==> config.mk <==
export PLATFORM = sky130hd
export DESIGN_NAME = adder_pipelined
export DESIGN_NICKNAME = d
export VERILOG_FILES = /design/src/rtl/adder_pipelined.sv
export SDC_FILE = /design/constraint.sdc
export NUM_CORES = 1
export LEC_CHECK = 0
export CORE_MARGIN = 2
export CORE_UTILIZATION = 43
export CTS_CLUSTER_DIAMETER = 200
export DETAILED_ROUTE_END_ITERATION = 12
export PLACE_DENSITY_LB_ADDON = 0.2
export SYNTH_ARGS = -nofsm -noshare
export SYNTH_HDL_FRONTEND = slang
export SYNTH_SLANG_ARGS = --single-unit
==> constraint.sdc <==
create_clock -name Clk -period 1.4 [get_ports Clk]
set_input_delay 0.21 -clock Clk [delete_from_list [all_inputs] [get_ports Clk]]
set_output_delay 0.21 -clock Clk [all_outputs]
set_load 0.03 [all_outputs]
==> src/rtl/adder_pipelined.sv <==
// adder_pipelined: valid/ready pipelined add/sub, carry chain split into STAGES slices.
// Optional ADDER_OVERFLOW_EN adds a registered signed-overflow output Ovf_reg.
module adder_pipelined #(
   parameter int WIDTH  = 8,
   parameter int STAGES = 2
) (
   input  logic             Clk,
   input  logic             Rst_n,
   input  logic [WIDTH-1:0] A,
   input  logic [WIDTH-1:0] B,
   input  logic             Sub,
   input  logic             Valid_in,
   output logic             Ready_in,
   output logic [WIDTH-1:0] Sum_reg,
   output logic             Carry_reg,
`ifdef ADDER_OVERFLOW_EN
   output logic             Ovf_reg,
`endif
   output logic             Valid_out,
   input  logic             Ready_out
);
   localparam int SW = WIDTH / STAGES;
   logic              adv;
   logic [WIDTH-1:0]  a_q [STAGES];
   logic [WIDTH-1:0]  a_d [STAGES];
   logic [WIDTH-1:0]  b_q [STAGES];
   logic [WIDTH-1:0]  b_d [STAGES];
   logic [WIDTH-1:0]  sum_q [STAGES];
   logic [WIDTH-1:0]  sum_d [STAGES];
   logic [WIDTH-1:0]  a_in [STAGES];
   logic [WIDTH-1:0]  b_in [STAGES];
   logic [WIDTH-1:0]  sum_in [STAGES];
   logic [STAGES-1:0] valid_q, valid_d, c_q, c_d, c_in;
   logic [SW:0]       slice;
`ifdef ADDER_OVERFLOW_EN
   logic              ovf_q, ovf_d;
`endif
   always_comb begin
      adv       = !valid_q[STAGES-1] || Ready_out;
      a_in[0]   = A;
      b_in[0]   = Sub ? ~B : B;
      c_in[0]   = Sub;
      sum_in[0] = '0;
      valid_d[0] = Valid_in;
      for (int s = 1; s < STAGES; s++) begin
         a_in[s]    = a_q[s-1];
         b_in[s]    = b_q[s-1];
         c_in[s]    = c_q[s-1];
         sum_in[s]  = sum_q[s-1];
         valid_d[s] = valid_q[s-1];
      end
      slice = '0;
      // each stage resolves its own slice; upper operand bits ride along untouched
      for (int s = 0; s < STAGES; s++) begin
         slice = {1'b0, a_in[s][s*SW +: SW]} + {1'b0, b_in[s][s*SW +: SW]} + (SW+1)'(c_in[s]);
         a_d[s]   = a_in[s];
         b_d[s]   = b_in[s];
         sum_d[s] = sum_in[s];
         sum_d[s][s*SW +: SW] = slice[SW-1:0];
         c_d[s]   = slice[SW];
      end
`ifdef ADDER_OVERFLOW_EN
      // carry into the MSB recovered from its sum bit, xor carry out
      ovf_d = a_in[STAGES-1][WIDTH-1] ^ b_in[STAGES-1][WIDTH-1] ^ sum_d[STAGES-1][WIDTH-1] ^ c_d[STAGES-1];
`endif
   end
   always_ff @(posedge Clk or negedge Rst_n) begin
      if (!Rst_n) begin
         valid_q <= '0;
         c_q     <= '0;
         for (int s = 0; s < STAGES; s++) begin
            a_q[s]   <= '0;
            b_q[s]   <= '0;
            sum_q[s] <= '0;
         end
`ifdef ADDER_OVERFLOW_EN
         ovf_q <= 1'b0;
`endif
      end else if (adv) begin
         valid_q <= valid_d;
         for (int s = 0; s < STAGES; s++) begin
            if (s > 0 || Valid_in) begin
               a_q[s]   <= a_d[s];
               b_q[s]   <= b_d[s];
               sum_q[s] <= sum_d[s];
               c_q[s]   <= c_d[s];
            end
         end
`ifdef ADDER_OVERFLOW_EN
         if (STAGES > 1 || Valid_in) ovf_q <= ovf_d;
`endif
      end
   end
   assign Ready_in  = adv;
   assign Sum_reg   = sum_q[STAGES-1];
   assign Carry_reg = c_q[STAGES-1];
   assign Valid_out = valid_q[STAGES-1];
`ifdef ADDER_OVERFLOW_EN
   assign Ovf_reg   = ovf_q;
`endif
endmodule

Word level (Yosys, flattened, before mapping)
Cells that the tools add are included.
{"block": "op_classes", "reduce_logical": 3, "addsub": 4, "mux": 1, "bitwise": 1}
{"operator": "adder 4 x 4 -> 5 bit", "n": 2}
{"operator": "adder 5 x 1 -> 5 bit", "n": 2}
{"operator": "2-to-1 mux 8 bit", "n": 1}
{"operator": "inverter 8 bit", "n": 1}
{"operator": "AND reduction 2 bit", "n": 1}
{"operator": "logical NOT 1 bit", "n": 1}
{"operator": "logical OR 1 bit", "n": 1}
{"block": "totals", "register_bits": 32, "wordCells": 16, "in_bits": 21, "out_inout_bits": 11}

Logic depth before layout (Yosys ltp)
{"block": "logic_depth", "ltp_word": 4, "mapped_depth": 7, "ltp_nobuf": 6}

Worst setup path before layout
OpenSTA, ideal clock, no wires.
{"block": "synth_path", "path_kind": "input to register", "start": "in Sub", "end": "reg sum_q, in the netlist sum_d[3]", "t_arrival_ps": 1390, "t_required_ps": 1279, "cell_stages": 7, "path_buffers": 1, "setup_slack_ps": -111, "path_cell_list": "buf_6 -> xor2_1 -> ha_1 -> a21o_1 -> a31oi_4 -> xor2_1 -> o21ai_1"}
{"block": "synth_via", "elab_chain_cells": 3}
{"item": "start: declaration", "line_no": "11", "text": "input logic Sub,"}
{"item": "2-to-1 mux 8 bit", "line_no": "41", "text": "b_in[0] = Sub ? ~B : B;"}
{"item": "adder 4 x 4 -> 5 bit", "line_no": "55", "text": "slice = {1'b0, a_in[s][s*SW +: SW]} + {1'b0, b_in[s][s*SW +: SW]} + (SW+1)'(c_in[s]);"}
{"item": "adder 5 x 1 -> 5 bit *", "line_no": "55"}
{"item": "end signal: indexed assignment", "line_no": "85", "text": "sum_q[s] <= sum_d[s];"}
{"item": "end: declaration", "line_no": "28", "text": "logic [WIDTH-1:0] sum_q [STAGES];"}
Mark *: on every way between the ends. The rest lies on a longest branch, timed or not.
A chain may end at the register's enable or synchronous reset.

Worst setup path in the final report
{"block": "layout_path", "start": "reg a_q, in the netlist a_d[4]", "end": "reg sum_q, in the netlist Sum_reg[5]"}
{"block": "layout_via", "elab_chain_cells": 2}
{"item": "start: declaration", "line_no": "24", "text": "logic [WIDTH-1:0] a_q [STAGES];"}
{"item": "start signal: indexed assignment", "line_no": "83", "text": "a_q[s] <= a_d[s];"}
{"item": "adder 4 x 4 -> 5 bit", "line_no": "55"}
{"item": "adder 5 x 1 -> 5 bit", "line_no": "55"}
Every way passes these cells.

==> summary.txt <==
Clock tree
  • CTS tree: yes
  • Worst skew pair latency: between 0.3 and 0.4 ns
  • CTS root buf: clkbuf_4
  • CTS Hold Bufs: 0
  • Max Root-Sink Buffers: 2
  • H-Tree Depth: 1
  • CTS buffer count: 3
  • Clock-pin slew on the worst setup and hold paths: 0.12 ns
  • Clk sinks: 24

Final layout
  • # diodes: 0
  • Syn-to-layout area delta: 35.8%
  • Share of layout cells above drive strength 1: 23.2%
  • Filler cells: around 250
  • Final non-filler cell total: 186
  • Largest register FFs: 8
  • Multi-input logic area: 603 µm²
  • Seq. cell area: 602 µm²
  • Layout Nets: 186
  • Finished layout cell area: 1680 µm²

Floorplanning
  • Row Count: 19
  • Die X: 57.6 µm
  • Starting Density: 45.2%
  • Die H: roughly 58 µm
  • Die Area: 3320 µm²
  • # IOs: 32
  • Core region area: around 2700 µm²

Setup path
  • Kind of cell adding the most delay to the critical path: adder cells
  • Most used cell, CP: fa_2
  • Critical Path AT: 1.74 ns
  • Worst path bufs/invs: 1
  • Worst Setup End Kind: flop
  • Critical path's slowest cell: dfrtp_1
  • Crit start category: flop
  • R2r startpoint: a_d[4]
  • Critical Path End: Sum_reg[5]
  • Worst-path cell chain: fa_2 > inv_2 > fa_2 > a21oi_2
  • Worst R2R End: Sum_reg[5]
  • Critical path peak fanout: 2
  • R2R setup slack: -0.09 ns
  • CP max stage delay: 0.42 ns
  • Worst path depth: 4
  • Critical Path RT: between 1.5 and 2 ns
  • R2R depth: 4
  • Critical path startpoint: a_d[4]
  • Worst setup path class: flop to flop

Routing
  • Wl on met1: between 800 and 900 µm
  • 1st-pass router iterations: 4
  • Metal2 WL: around 1000 µm
  • Routed wl met3: 116 µm
  • DRT Wirelength: 2060 µm
  • Iter 0 DRT Violations: 21
  • Routed vias/inst: roughly 4.7
  • Post-DRT Antenna Nets: 0
  • Routed wire per std cell: about 11 µm
  • DRC viols: 0
  • DR top layer: met4
  • Routed via count: between 800 and 900

Placement
  • Area after DPL: 1650 µm²
  • Post-DP HPWL: 1670 µm
  • RD Place Congestion: 0.854
  • Placement Setup Slack: -0.572 ns
  • IO buf count: 31
  • Cell Count Post-Placement: 182

Run
  • Max Cap Viol: 0

Power
  • P per Cell Area: 1380 nW/µm²
  • Worst vdd ir: 936 µV
  • Static Leak: a little over 0.8 nW
  • Overall Power: 0.00232 W

Global route
  • Vias in the first global route: 890
  • Overflow after GRT: 0
  • Largest net degree at the start of global routing: 25
  • GRT Util Overall: 14.4%
  • First-pass GRT wire length: 3650 µm
  • Initial antenna violation count: 0

Logic synthesis
  • Mean post-synth cell area: 10.9 µm²
  • Synth Instances: approximately 110
  • Post-synthesis sequential area ratio: 48.6%
  • Syn Nets: 143
  • Distinct cell type count after synthesis: 21
  • Yosys warnings: 0
  • Synthesized area: 1230 µm²
  • Yosys reg bits: 24

STA
  • Final min period: 1.49 ns
  • Worst-case clock skew: 0.00158 ns
  • Min Hold Slack: 0.242 ns
  • Setup-failing EPs final: 4
  • Setup ws final: -0.0941 ns
  • Worst-Margin Slew: 0.300 ns
  • Slew margin rel.: 80.1%
  • Tcrit/Tclk final: 107%
  • Final Max Slew Viols: 0
  • Fmax: 669 MHz
  • Unrepaired setup endpoints after global routing: yes
  • Final Hold Vio Count: 0

Min path
  • Hold Crit Class: input pin to async pin

Status
  • Failing checks: setup timing
  • Status: finished with violations
cell usage in the layout (no fill, tap or decap):
cell type and n:
fa_2 3, dfrtp_2 1, dlygate4sd2_1 14, nand2_4 1, buf_4 12, nor2_1 5
dfrtp_1 23, inv_2 1, nor2b_1 1, a21oi_1 4, inv_4 1, clkbuf_4 3
a21oi_2 2, xor2_2 1, xnor2_1 5, o21ai_0 5, buf_6 1, nand2b_1 1
ha_1 6, nand2_1 25, a21o_1 3, clkbuf_2 1, nor2b_4 1, xor2_1 6
mux2_2 5, clkbuf_8 1, mux2_4 1, a31oi_4 1, inv_1 2, o21ai_1 4
clkdlybuf4s50_1 15
cell families (layout without fill, tap and decap cells):
| group | count (synthesis) | count (layout) | synth area share, % |
|---|---|---|---|
| muxes | 6 | 6 | 5.77 |
| DFF | 24 | 24 | 48.6 |
| AOI/OAI and AO/OA | 19 | 19 | 9.62 |
| buffers and inverters | 9 | 51 | 4.96 |
| and+or+nand+nor | 34 | 34 | 11.6 |
| adders and majority gates | 9 | 9 | 10.9 |
| xor gates and xnor gates | 12 | 12 | 8.51 |
worst register-to-register path, cell delays in order (launching register included):
cell and delay, ns:
dfrtp_1 0.42, fa_2 0.41, inv_2 0.07, fa_2 0.43, a21oi_2 0.12
synth_stat cells:
library cell	instances	area share (%)
a21o_1	3	1.8
a21oi_1	6	2.4
a31oi_4	1	1.7
buf_2	2	0.81
buf_6	3	2.7
dfrtp_1	24	49
fa_1	3	4.9
ha_1	6	6.1
inv_1	3	0.91
inv_4	1	0.51
mux2_2	5	4.6
mux2_4	1	1.2
nand2_1	25	7.6
nand2_4	1	0.91
nand2b_1	1	0.51
nor2_1	5	1.5
nor2b_1	2	1.0
o21ai_0	8	3.2
o21ai_1	1	0.40
xnor2_1	5	3.5
xor2_1	7	5.0
report_power, final:
group	switching [W]	leakage [nW]	internal (W)
logic	0.000556	0.500	0.000431
clock network	0.000194	0.0210	0.000159
registers	0.0000954	0.286	0.000884
cell type report:
cell class	instances	area share [%]
multi-input cells	80	36.0
flip-flops and latches	24	35.9
repair buffers	43	22.6
well taps	31	2.31
clock buffers	4	2.16
inverters	4	1.04
worst min path at each step:
| stage | from | end | slack [ns] | depth (start not counted) |
|---|---|---|---|---|
| final | Rst_n | a_d[4] | 0.24 | 2 |
| after global routing | Rst_n | Sum_reg[3] | 0.25 | 2 |
| after CTS | Rst_n | c_q[0] | 0.25 | 2 |
| after detailed placement | valid_q[0] | valid_q[1] | 0.45 | 1 |
| after global placement | valid_q[0] | valid_q[1] | 0.44 | 1 |
| after floorplan | Rst_n | Sum_reg[0] | -0.09 | 0 |
metrics by stage:
stage | setup TNS (ns) | util, %
6_report | -0.195 | 61.3
3_3_place_gp | -2.24 | 60.2
3_5_place_dp | -2.41 | 60.2
5_1_grt | -0.529 | 61.3
2_1_floorplan | -0.140 | -
4_1_cts | -0.318 | 61.6
timing repair:
item	4_1_cts	5_1_grt
setup endpoints to repair	19	8
pin swaps	9	0
cloned	0	0
gates resized for setup	21	5
buffers inserted	1	0
layer usage:
layer | up-vias | track usage [%]
met3 | 4 | 1.36
met4 | 0 | 7.97
li1 | 448 | -
met2 | 29 | 25.8
met5 | - | 0
met1 | 392 | 16.6
No activity file was read; power rests on OpenSTA's default activity.
